<file path="config.mk">
export PLATFORM = sky130hd
export DESIGN_NAME = chan_fifo_array
export DESIGN_NICKNAME = d
export VERILOG_FILES = /design/src/rtl/chan_fifo_array.sv
export SDC_FILE = /design/constraint.sdc
export NUM_CORES = 1
export LEC_CHECK = 0
export ABC_AREA = 0
export BUFFER_PORTS_ARGS = -buffer_cell sky130_fd_sc_hd__buf_4
export CORE_UTILIZATION = 45
export CTS_BUF_LIST = sky130_fd_sc_hd__clkbuf_8
export CTS_CLUSTER_SIZE = 24
export DETAILED_ROUTE_END_ITERATION = 7
export SKIP_LAST_GASP = 1
export SYNTH_ARGS = -nofsm -noshare
export SYNTH_HDL_FRONTEND = slang
export SYNTH_SLANG_ARGS = --single-unit
</file>
<file path="constraint.sdc">
create_clock -name clk_in -period 4.2 [get_ports clk_in]
set_clock_uncertainty 0.2 [all_clocks]
set_input_delay 0.63 -clock clk_in [delete_from_list [all_inputs] [get_ports clk_in]]
set_output_delay 0.63 -clock clk_in [all_outputs]
set_load 0.05 [all_outputs]
</file>
<file path="src/rtl/chan_fifo_array.sv">
// Array of CHAN_NUM independent FIFOs sharing one write port and one read port.
// Optional sticky overflow/underflow flags are enabled by defining CHAN_FIFO_ERR_STATUS_EN.
module chan_fifo_array #(
  parameter int DATA_WIDTH      = 32,
  parameter int OSTD_NUM        = 8,
  parameter int CHAN_NUM        = 4,
  parameter int THRESHOLD_VALUE = OSTD_NUM / 2,
  parameter int PTR_SIZE        = $clog2(OSTD_NUM),
  parameter int CHAN_SIZE       = (CHAN_NUM > 1) ? $clog2(CHAN_NUM) : 1,
  parameter int CNT_SIZE        = PTR_SIZE + 1
) (
  input  logic                  clk_in,
  input  logic                  sreset,
  input  logic                  wr_valid,
  input  logic [CHAN_SIZE-1:0]  wr_chan,
  input  logic [DATA_WIDTH-1:0] wr_data,
  output logic                  wr_ready,
  input  logic                  rd_valid,
  input  logic [CHAN_SIZE-1:0]  rd_chan,
  output logic [DATA_WIDTH-1:0] rd_data,
  output logic                  rd_data_valid,
  output logic [CHAN_NUM-1:0]   chan_empty,
  output logic [CHAN_NUM-1:0]   chan_full,
  output logic [CHAN_NUM-1:0]   chan_afull,
  output logic [CHAN_NUM-1:0]   chan_err_ovf,
  output logic [CHAN_NUM-1:0]   chan_err_udf,
  input  logic                  err_clr
);

  localparam logic [CHAN_SIZE:0]  CHAN_LIMIT = (CHAN_SIZE + 1)'(CHAN_NUM);
  localparam logic [CNT_SIZE-1:0] FULL_CNT   = CNT_SIZE'(OSTD_NUM);
  localparam logic [CNT_SIZE-1:0] AFULL_CNT  = CNT_SIZE'(THRESHOLD_VALUE);

  logic [DATA_WIDTH-1:0] mem [CHAN_NUM][OSTD_NUM];
  logic [PTR_SIZE-1:0]   wptr    [CHAN_NUM];
  logic [PTR_SIZE-1:0]   rptr    [CHAN_NUM];
  logic [CNT_SIZE-1:0]   cnt     [CHAN_NUM];
  logic [CNT_SIZE-1:0]   cnt_nxt [CHAN_NUM];

  logic                wr_chan_ok, rd_chan_ok;
  logic [CNT_SIZE-1:0] wr_cnt, rd_cnt;
  logic [PTR_SIZE-1:0] wr_ptr_sel, rd_ptr_sel;
  logic                wr_acc, rd_acc;
  logic [CHAN_NUM-1:0] wr_hit, rd_hit;

  assign wr_chan_ok = {1'b0, wr_chan} < CHAN_LIMIT;
  assign rd_chan_ok = {1'b0, rd_chan} < CHAN_LIMIT;

  // Per-port channel muxes; out-of-range channels select nothing and read as empty/zero.
  always_comb begin
    wr_cnt     = '0;
    rd_cnt     = '0;
    wr_ptr_sel = '0;
    rd_ptr_sel = '0;
    for (int c = 0; c < CHAN_NUM; c++) begin
      if (wr_chan_ok && wr_chan == CHAN_SIZE'(c)) begin
        wr_cnt     = cnt[c];
        wr_ptr_sel = wptr[c];
      end
      if (rd_chan_ok && rd_chan == CHAN_SIZE'(c)) begin
        rd_cnt     = cnt[c];
        rd_ptr_sel = rptr[c];
      end
    end
  end

  // A full channel still accepts a write when the same cycle pops it.
  assign rd_acc   = rd_valid && rd_chan_ok && (rd_cnt != '0);
  assign wr_ready = wr_chan_ok &&
                    ((wr_cnt < FULL_CNT) || (rd_acc && (rd_chan == wr_chan)));
  assign wr_acc   = wr_valid && wr_ready;

  always_comb begin
    wr_hit = '0;
    rd_hit = '0;
    for (int c = 0; c < CHAN_NUM; c++) begin
      wr_hit[c]  = wr_acc && (wr_chan == CHAN_SIZE'(c));
      rd_hit[c]  = rd_acc && (rd_chan == CHAN_SIZE'(c));
      cnt_nxt[c] = cnt[c];
      if (wr_hit[c] && !rd_hit[c])
        cnt_nxt[c] = cnt[c] + CNT_SIZE'(1);
      else if (rd_hit[c] && !wr_hit[c])
        cnt_nxt[c] = cnt[c] - CNT_SIZE'(1);
    end
  end

  // Storage is deliberately not reset; the pointers alone define what is valid.
  always_ff @(posedge clk_in) begin
    if (!sreset && wr_acc)
      mem[wr_chan][wr_ptr_sel] <= wr_data;
  end

  always_ff @(posedge clk_in) begin
    if (sreset) begin
      for (int c = 0; c < CHAN_NUM; c++) begin
        cnt[c]  <= '0;
        wptr[c] <= '0;
        rptr[c] <= '0;
      end
      rd_data       <= '0;
      rd_data_valid <= 1'b0;
      chan_empty    <= '1;
      chan_full     <= '0;
      chan_afull    <= {CHAN_NUM{THRESHOLD_VALUE == 0}};
    end else begin
      for (int c = 0; c < CHAN_NUM; c++) begin
        cnt[c] <= cnt_nxt[c];
        if (wr_hit[c])
          wptr[c] <= wptr[c] + PTR_SIZE'(1);
        if (rd_hit[c])
          rptr[c] <= rptr[c] + PTR_SIZE'(1);
        chan_empty[c] <= (cnt_nxt[c] == '0);
        chan_full[c]  <= (cnt_nxt[c] == FULL_CNT);
        chan_afull[c] <= (cnt_nxt[c] >= AFULL_CNT);
      end
      rd_data_valid <= rd_acc;
      if (rd_acc)
        rd_data <= mem[rd_chan][rd_ptr_sel];
    end
  end

`ifdef CHAN_FIFO_ERR_STATUS_EN
  logic [CHAN_NUM-1:0] ovf_set, udf_set, ovf_q, udf_q;

  always_comb begin
    ovf_set = '0;
    udf_set = '0;
    for (int c = 0; c < CHAN_NUM; c++) begin
      ovf_set[c] = wr_valid && !wr_ready && wr_chan_ok && (wr_chan == CHAN_SIZE'(c));
      udf_set[c] = rd_valid && rd_chan_ok && (rd_chan == CHAN_SIZE'(c)) && (rd_cnt == '0);
    end
  end

  // Sticky flags: a new event in the clearing cycle keeps its flag set.
  always_ff @(posedge clk_in) begin
    if (sreset) begin
      ovf_q <= '0;
      udf_q <= '0;
    end else begin
      ovf_q <= ovf_set | (err_clr ? '0 : ovf_q);
      udf_q <= udf_set | (err_clr ? '0 : udf_q);
    end
  end

  assign chan_err_ovf = ovf_q;
  assign chan_err_udf = udf_q;
`else
  logic unused_err_clr;
  assign unused_err_clr = err_clr;
  assign chan_err_ovf   = '0;
  assign chan_err_udf   = '0;
`endif

endmodule

</file>
==> metrics.yaml, run 1 <==
drc: 0
ys_ff_latch: 1109
rsz0062_at_grt: "false"
max_freq_mhz: 257
path_clk_slew_ns: 0.06
power.share.clock_pct: 38.5
maxSlewHeadroom_pct: 25.5
io_buffers: 85
cp.required_ns: 3.37
power_switching_w: 0.00561
overflow: 0
cp-start-kind: "flip-flop"
hold_path_end: "rptr[3][2]"
grt_max_degree: 105
syn_area_um2: 43400
drtIter0Drc: 1965
cts_buffers: 178
ys.flop_type: "edfxtp_1"
synth_edf_count: 1048
ys_seq_area_share_pct: 75.2
layout_min_cycle_time_ns: 3.90
rows: 113
synthAdderAreaFrac_pct: 0.461
fin_crit_sh_pct: 92.8
syn_inst: 2139
synth_top_family_by_area: "multiplexers"
synthMuxAreaShare_pct: 15.2
final_util_pct: 53.0
worstMarginPinSlew_ns: 1.11
combPwrFrac_pct: 8.5
cts_repair_resize_count: 0
r2r_start: "cnt[3][0]"
pin_count: 95
swShare_pct: 24.1
fp.dieW_um: 313
clk_latency_ns: 0.85
fillers: 7533
synth-compound-area-share_pct: 3.85
hold_buffers: 33
finalHoldViolCount: 0
hp-start: "rd_chan[1]"
powerDensity_nw_per_um2: 461
finalSetupTns_ns: 0
cp_max_fo: 9
wire_per_inst_um: 26.6
vias: 21900
min_path_cells: 3
r2r_slack_ns: 0.54
ff_latch_area_um2: 32700
ys_types: 64
yosysWarnings: 0
cts_tree: "yes"
initial_core_util_pct: 45.6
firstDrtPassIters: 5
r2r_end: "mem[0][146]"
drtAntennaViolNets: 0
instances_no_fill: 3817
crit_chain: "or2_2 -> nor4_1 -> or2_2 -> o31a_1 -> inv_1 -> buf_4"
post-cts-setup-buffer-count: 0
critical-path-top-delay-family: "simple AND/OR/NAND/NOR gates"
yosys.area_share.simple_pct: 3.25
dp.cells: 3448
layout-drive-gt1-share_pct: 28.4
ir_drop_mv: 0.254
track_usage_pct: 21.3
nets: 2453
htreeDepth: 4
gp_congestion: 0.766
antenna_found_initial: 4
cts-root-buf: "clkbuf_8"
cp-end-kind: "output pin"
wl_mm: 102
first_global_vias: 23000
final_cell_mix: "edfxtp_1 (1048), mux4_2 (260), clkbuf_8 (210), a211oi_1 (132), buf_4 (112)"
via_per_inst: 5.73
cp_slowest_stage_delay_ns: 0.53
cts.sinks: 1109
p_int_w: 0.0177
coreArea_um2: 95300
critPathKind: "flip-flop to output pin"
cap_violations: 0
worstRegToRegCells: 8
status: "complete, no violations"
slowest_stage: "nor4_1"
layout_commonest_cell: "edfxtp_1"
cts_buffer_depth: 3
postSynthAreaPerCell_um2: 20.3
seq_power_share_pct: 53.1
fp.dieH_um: 313
async_flop_share_pct: 0
place_hpwl_mm: 53.9
crit_top_cell: "or2_2"
finalSetupViolCount: 0
worst_ep_arrival_time_ns: 3.07
cp.buffers_inverters: 2
grt_pass1_wl_mm: 150
syn2layout_area_growth_pct: 16.3
die_area_um2: 97800
slew_viol_final: 0
hold_path.class: "input port to flip-flop"
synthXorXnorAreaFrac_pct: 0.441
p_leak_nw: 16.3
multi_input_area_um2: 10400
-- layer usage --
metal | global-route usage (%) | routed length (µm) | up-vias
li1 | - | - | 9418
met4 | 6.78 | 2180 | 4
met3 | 4.49 | 6450 | 170
met2 | 33.9 | 49500 | 693
met1 | 29.5 | 43600 | 11600
met5 | 0 | 19 | -
-- worst register-to-register path, delay by kind of cell, from the launching register on --
kind,cells,cell delay (ns)
AOI/OAI and AO/OA,1,0.40
buffers and inverters,1,0.41
DFF,1,0.49
and+or+nand+nor,6,1.76
-- cells by family (layout without fill, tap and decap cells) --
kind of cell,Yosys count,in the layout
DFF,1109,1109
muxes,333,333
and+or+nand+nor,272,272
AOI/OAI and AO/OA,243,243
buffers and inverters,144,546
xor gates and xnor gates,21,21
adders and majority gates,16,16
other,1,12
-- worst max path at each step --
stage | startpoint | endpoint | slack [ns] | cells past startpoint
after detailed placement | rd_chan[0] | mem[0][139] | 0.23 | 10
after global routing | cnt[3][0] | wr_ready | 0.06 | 6
after CTS | cnt[3][0] | wr_ready | 0.25 | 6
after global placement | rd_chan[0] | mem[1][195] | 0.33 | 10
after floorplan | rd_chan[0] | mem[0][32] | 0.02 | 8
final | cnt[3][0] | wr_ready | 0.30 | 6
-- sequential cells by signal, indices dropped and copies added, names as in the netlist --
| name | count |
|---|---|
| chan_afull | 4 |
| chan_empty | 4 |
| chan_full | 4 |
| rd_data | 32 |
| wptr | 12 |
| mem | 1024 |
| rptr | 12 |
| rd_data_valid | 1 |
| cnt | 16 |
-- power by group through the flow --
stage | combinational, W | sequential [W] | clock, W
floorplan | 0.00104 | 0.0128 | 0
global placement | 0.00193 | 0.0126 | 0
detailed placement | 0.00196 | 0.0126 | 0
CTS | 0.00200 | 0.0124 | 0.00915
global route | 0.00212 | 0.0124 | 0.00965
finish | 0.00197 | 0.0124 | 0.00896
-- synth_stat cells, types with 3 or more instances --
master / number / area [µm²]
a211oi_1: 132 / 991
a21oi_1: 71 / 355
a221oi_1: 3 / 26.3
a311oi_1: 3 / 26.3
and2_1: 3 / 18.8
and3_1: 7 / 43.8
and4_1: 3 / 26.3
and4b_1: 3 / 30.0
buf_1: 8 / 30.0
buf_2: 42 / 210
buf_4: 19 / 143
clkbuf_1: 58 / 218
dfxtp_1: 61 / 1220
edfxtp_1: 1048 / 31500
ha_1: 16 / 200
inv_1: 15 / 56.3
mux2i_1: 70 / 701
mux4_2: 261 / 5880
nand2_1: 34 / 128
nand2b_1: 3 / 18.8
nand3_1: 10 / 50.1
nand4_1: 3 / 18.8
nor2_1: 89 / 334
nor2b_1: 66 / 413
nor3_1: 25 / 125
nor3b_1: 3 / 22.5
o21ai_0: 8 / 40.0
o21ai_1: 3 / 15.0
o31a_1: 4 / 35.0
o31ai_1: 3 / 22.5
or2_2: 5 / 31.3
xnor2_1: 16 / 140
xor2_1: 4 / 35.0
-- metrics by stage --
stage / total power, W / instance area, µm² / setup slack [ns] / hold WS, ns
detailed placement: 0.0145 / 46600 / 0.233 / 0.294
global route: 0.0241 / 50500 / 0.0614 / 0.113
finish: 0.0233 / 50500 / 0.301 / 0.155
CTS: 0.0235 / 50500 / 0.249 / 0.0682
global placement: 0.0145 / 46600 / 0.326 / 0.289
floorplan: 0.0138 / 43500 / 0.0228 / 0.327
-- final cells by class --
class                      count  area share, %
timing repair buffer         199           4.44
inverter                      15          0.111
antenna                        4         0.0198
sequential                  1109           64.7
tap                         1265           3.13
clock inverter               122           1.29
multi-input combinational    893           20.6
clock buffer                 210           5.72
Note: power is estimated with default switching activity, not from simulation.
==> run 2, diff against run 1 <==
ABC_AREA = 1   (was 0)
SKIP_CTS_REPAIR_TIMING = 1   (was default)
==> run 2 against run 1 <==
Design area decreased by 3.0%. Clock power decreased by 8.1%. Clock-buffer cell count shrank 29. Synthesized area down 2.1%. Sequential share of layout area up 2.0 points. Non-clock buffer count rose by 32. Worst hold slack worse by 0.14 ns. Power is 2.5% lower. Synthesized cell count up 37%. Worst setup slack gained 0.28 ns. Critical path depth grew 5.
==> metrics.yaml, run 2 <==
wire_per_inst_um: 25.1
synthTopCellsByArea: "edfxtp_1 (74%), a22oi_1 (5.8%), nand2_1 (3.4%), dfxtp_1 (2.9%), a21oi_1 (2.0%)"
place_hpwl_mm: 64.6
slew_viol_final: 0
grt_util_met3_pct: 4.96
vias: 26500
finalSetupTns_ns: 0
finalSetupViolCount: 0
synthTopCellsByCount: "edfxtp_1 (1048), nand2_1 (385), a22oi_1 (330), a21oi_1 (168), nand3_1 (143)"
fin_crit_sh_pct: 86.2
finalHoldViolCount: 0
cts-root-buf: "clkbuf_8"
cp-end-kind: "flip-flop"
cts_tree: "yes"
rsz0062_at_grt: "false"
worstRegToRegCells: 11
r2r_slack_ns: 0.58
instances_no_fill: 4551
r2r_start: "cnt[2][2]"
layout-drive-gt1-share_pct: 14.3
syn2layout_area_growth_pct: 15.2
worst_ep_arrival_time_ns: 3.95
syn_area_um2: 42500
hold_path.class: "input port to flip-flop"
drc: 0
r2r_end: "mem[2][79]"
use_met2_pct: 38.3
io_buffers: 85
ir_drop_mv: 0.219
largest_reg_flops: 1024
ys_ff_latch: 1109
drtIter0Drc: 2729
max_freq_mhz: 276
dp.cells: 4203
maxSlewHeadroom_pct: 43.4
layout_setup_ws_ns: 0.578
gp_congestion: 0.827
yosys.cell_count.top_type: "edfxtp_1"
cts_buffers: 176
worstMarginPinSlew_ns: 0.848
layout_min_cycle_time_ns: 3.62
syn_inst: 2926
postSynthAreaPerCell_um2: 14.5
ys_types: 40
place_area_um2: 45600
hold_slack_ns: 0.0140
firstDrtPassIters: 6
drtAntennaViolNets: 0
layout_commonest_cell: "edfxtp_1"
top_register: "mem"
fp.dieW_um: 309
wl_mm: 114
min_path_cells: 1
cts.sinks: 1109
yosysWarnings: 0
cap_violations: 0
dpl_worst_slack_ns: 0.0819
grt_pass1_wl_mm: 168
startpoint: "cnt[2][2]"
synth_edf_count: 1048
hold_path_end: "mem[1][172]"
fp.dieH_um: 309
critPathKind: "flip-flop to flip-flop"
synth.top_cell.area_share_pct: 74.0
yosys.area.top_type: "edfxtp_1"
via_per_inst: 5.82
clk_latency_ns: 0.86
p_leak_nw: 16.8
rows: 112
cp.required_ns: 4.53
final_cell_mix: "edfxtp_1 (1048), nand2_1 (385), a22oi_1 (330), inv_1 (184), clkbuf_8 (181)"
coreArea_um2: 93500
cp_max_fo: 14
nets: 3212
powerDensity_nw_per_um2: 463
reg_top3: "mem (1024), rd_data (32), cnt (16)"
path_clk_slew_ns: 0.07
cp-start-kind: "flip-flop"
busiest_layer: "met2"
status: "complete, no violations"
ys.flop_type: "edfxtp_1"
antenna_found_initial: 6
use_met1_pct: 33.2
pin_count: 95
htreeDepth: 4
overflow: 0
hp-start: "wr_data[12]"
track_usage_pct: 24.0
cts_buffer_depth: 3
async_flop_share_pct: 0
design_area_um2: 49000
ys_seq_area_share_pct: 76.9
initial_core_util_pct: 45.5
grt_max_degree: 103
first_global_vias: 25900
die_area_um2: 95700
-- run 2: where the power goes --
part	internal (W)	switching, W	leakage [nW]
registers	0.0122	0.0000946	9.96
clock network	0.00408	0.00416	1.89
logic	0.000609	0.00152	4.98
total	0.0169	0.00577	16.8
-- run 2: how the worst max path moves through the flow --
stage                        endpoint  slack [ns]  depth (start not counted)
after CTS                  mem[0][68]        0.61                         11
after global routing       mem[2][79]        0.37                         11
after detailed placement  mem[0][212]        0.08                         11
final                      mem[2][79]        0.58                         11
after floorplan             mem[0][0]        0.07                         10
after global placement    mem[0][214]        0.12                         11
-- run 2: layout make-up --
type                       instances  area (µm²)
timing repair buffer             231        2240
inverter                         117         465
antenna                            4        10.0
multi-input combinational       1520        8900
sequential                      1109       32700
fill                            7696       44500
clock inverter                   135         642
clock buffer                     181        2490
tap                             1254        1570
-- run 2: metal layers --
metal / up-vias / part of all wire (%) / routed length, µm
met5: - / 0.024 / 27
met4: 4 / 2.2 / 2470
met3: 182 / 7.9 / 8970
met2: 1148 / 48 / 54300
met1: 13400 / 42 / 48300
li1: 11700 / - / -
-- run 2: cells by family (layout without fill, tap and decap cells) --
group / Yosys count / in the layout / synth area share (%)
DFF: 1109 / 1109 / 76.9
buffers and inverters: 304 / 664 / 2.88
and+or+nand+nor: 701 / 701 / 6.91
adders and majority gates: 16 / 16 / 0.471
other: 1 / 12 / 0.00882
xor gates and xnor gates: 20 / 20 / 0.412
AOI/OAI and AO/OA: 775 / 775 / 12.5
-- run 2: worst max-delay path: stages, from the launching register on --
cell     delay, ns
dfxtp_1       0.44
nor2_1        0.08
nand2_1       0.15
nor2_1        0.07
nor2_1        0.22
nand4_1       0.19
nand2_2       0.09
nand3_1       0.11
a31oi_1       0.58
nand2_1       0.42
nor2_4        0.52
buf_12        0.24
-- run 2: metrics by stage --
step	utilization (%)	power (W)
3_3_place_gp	48.8	0.0146
3_5_place_dp	48.8	0.0147
5_1_grt	52.4	0.0235
6_report	52.4	0.0227
2_1_floorplan	-	0.0138
4_1_cts	52.1	0.0228
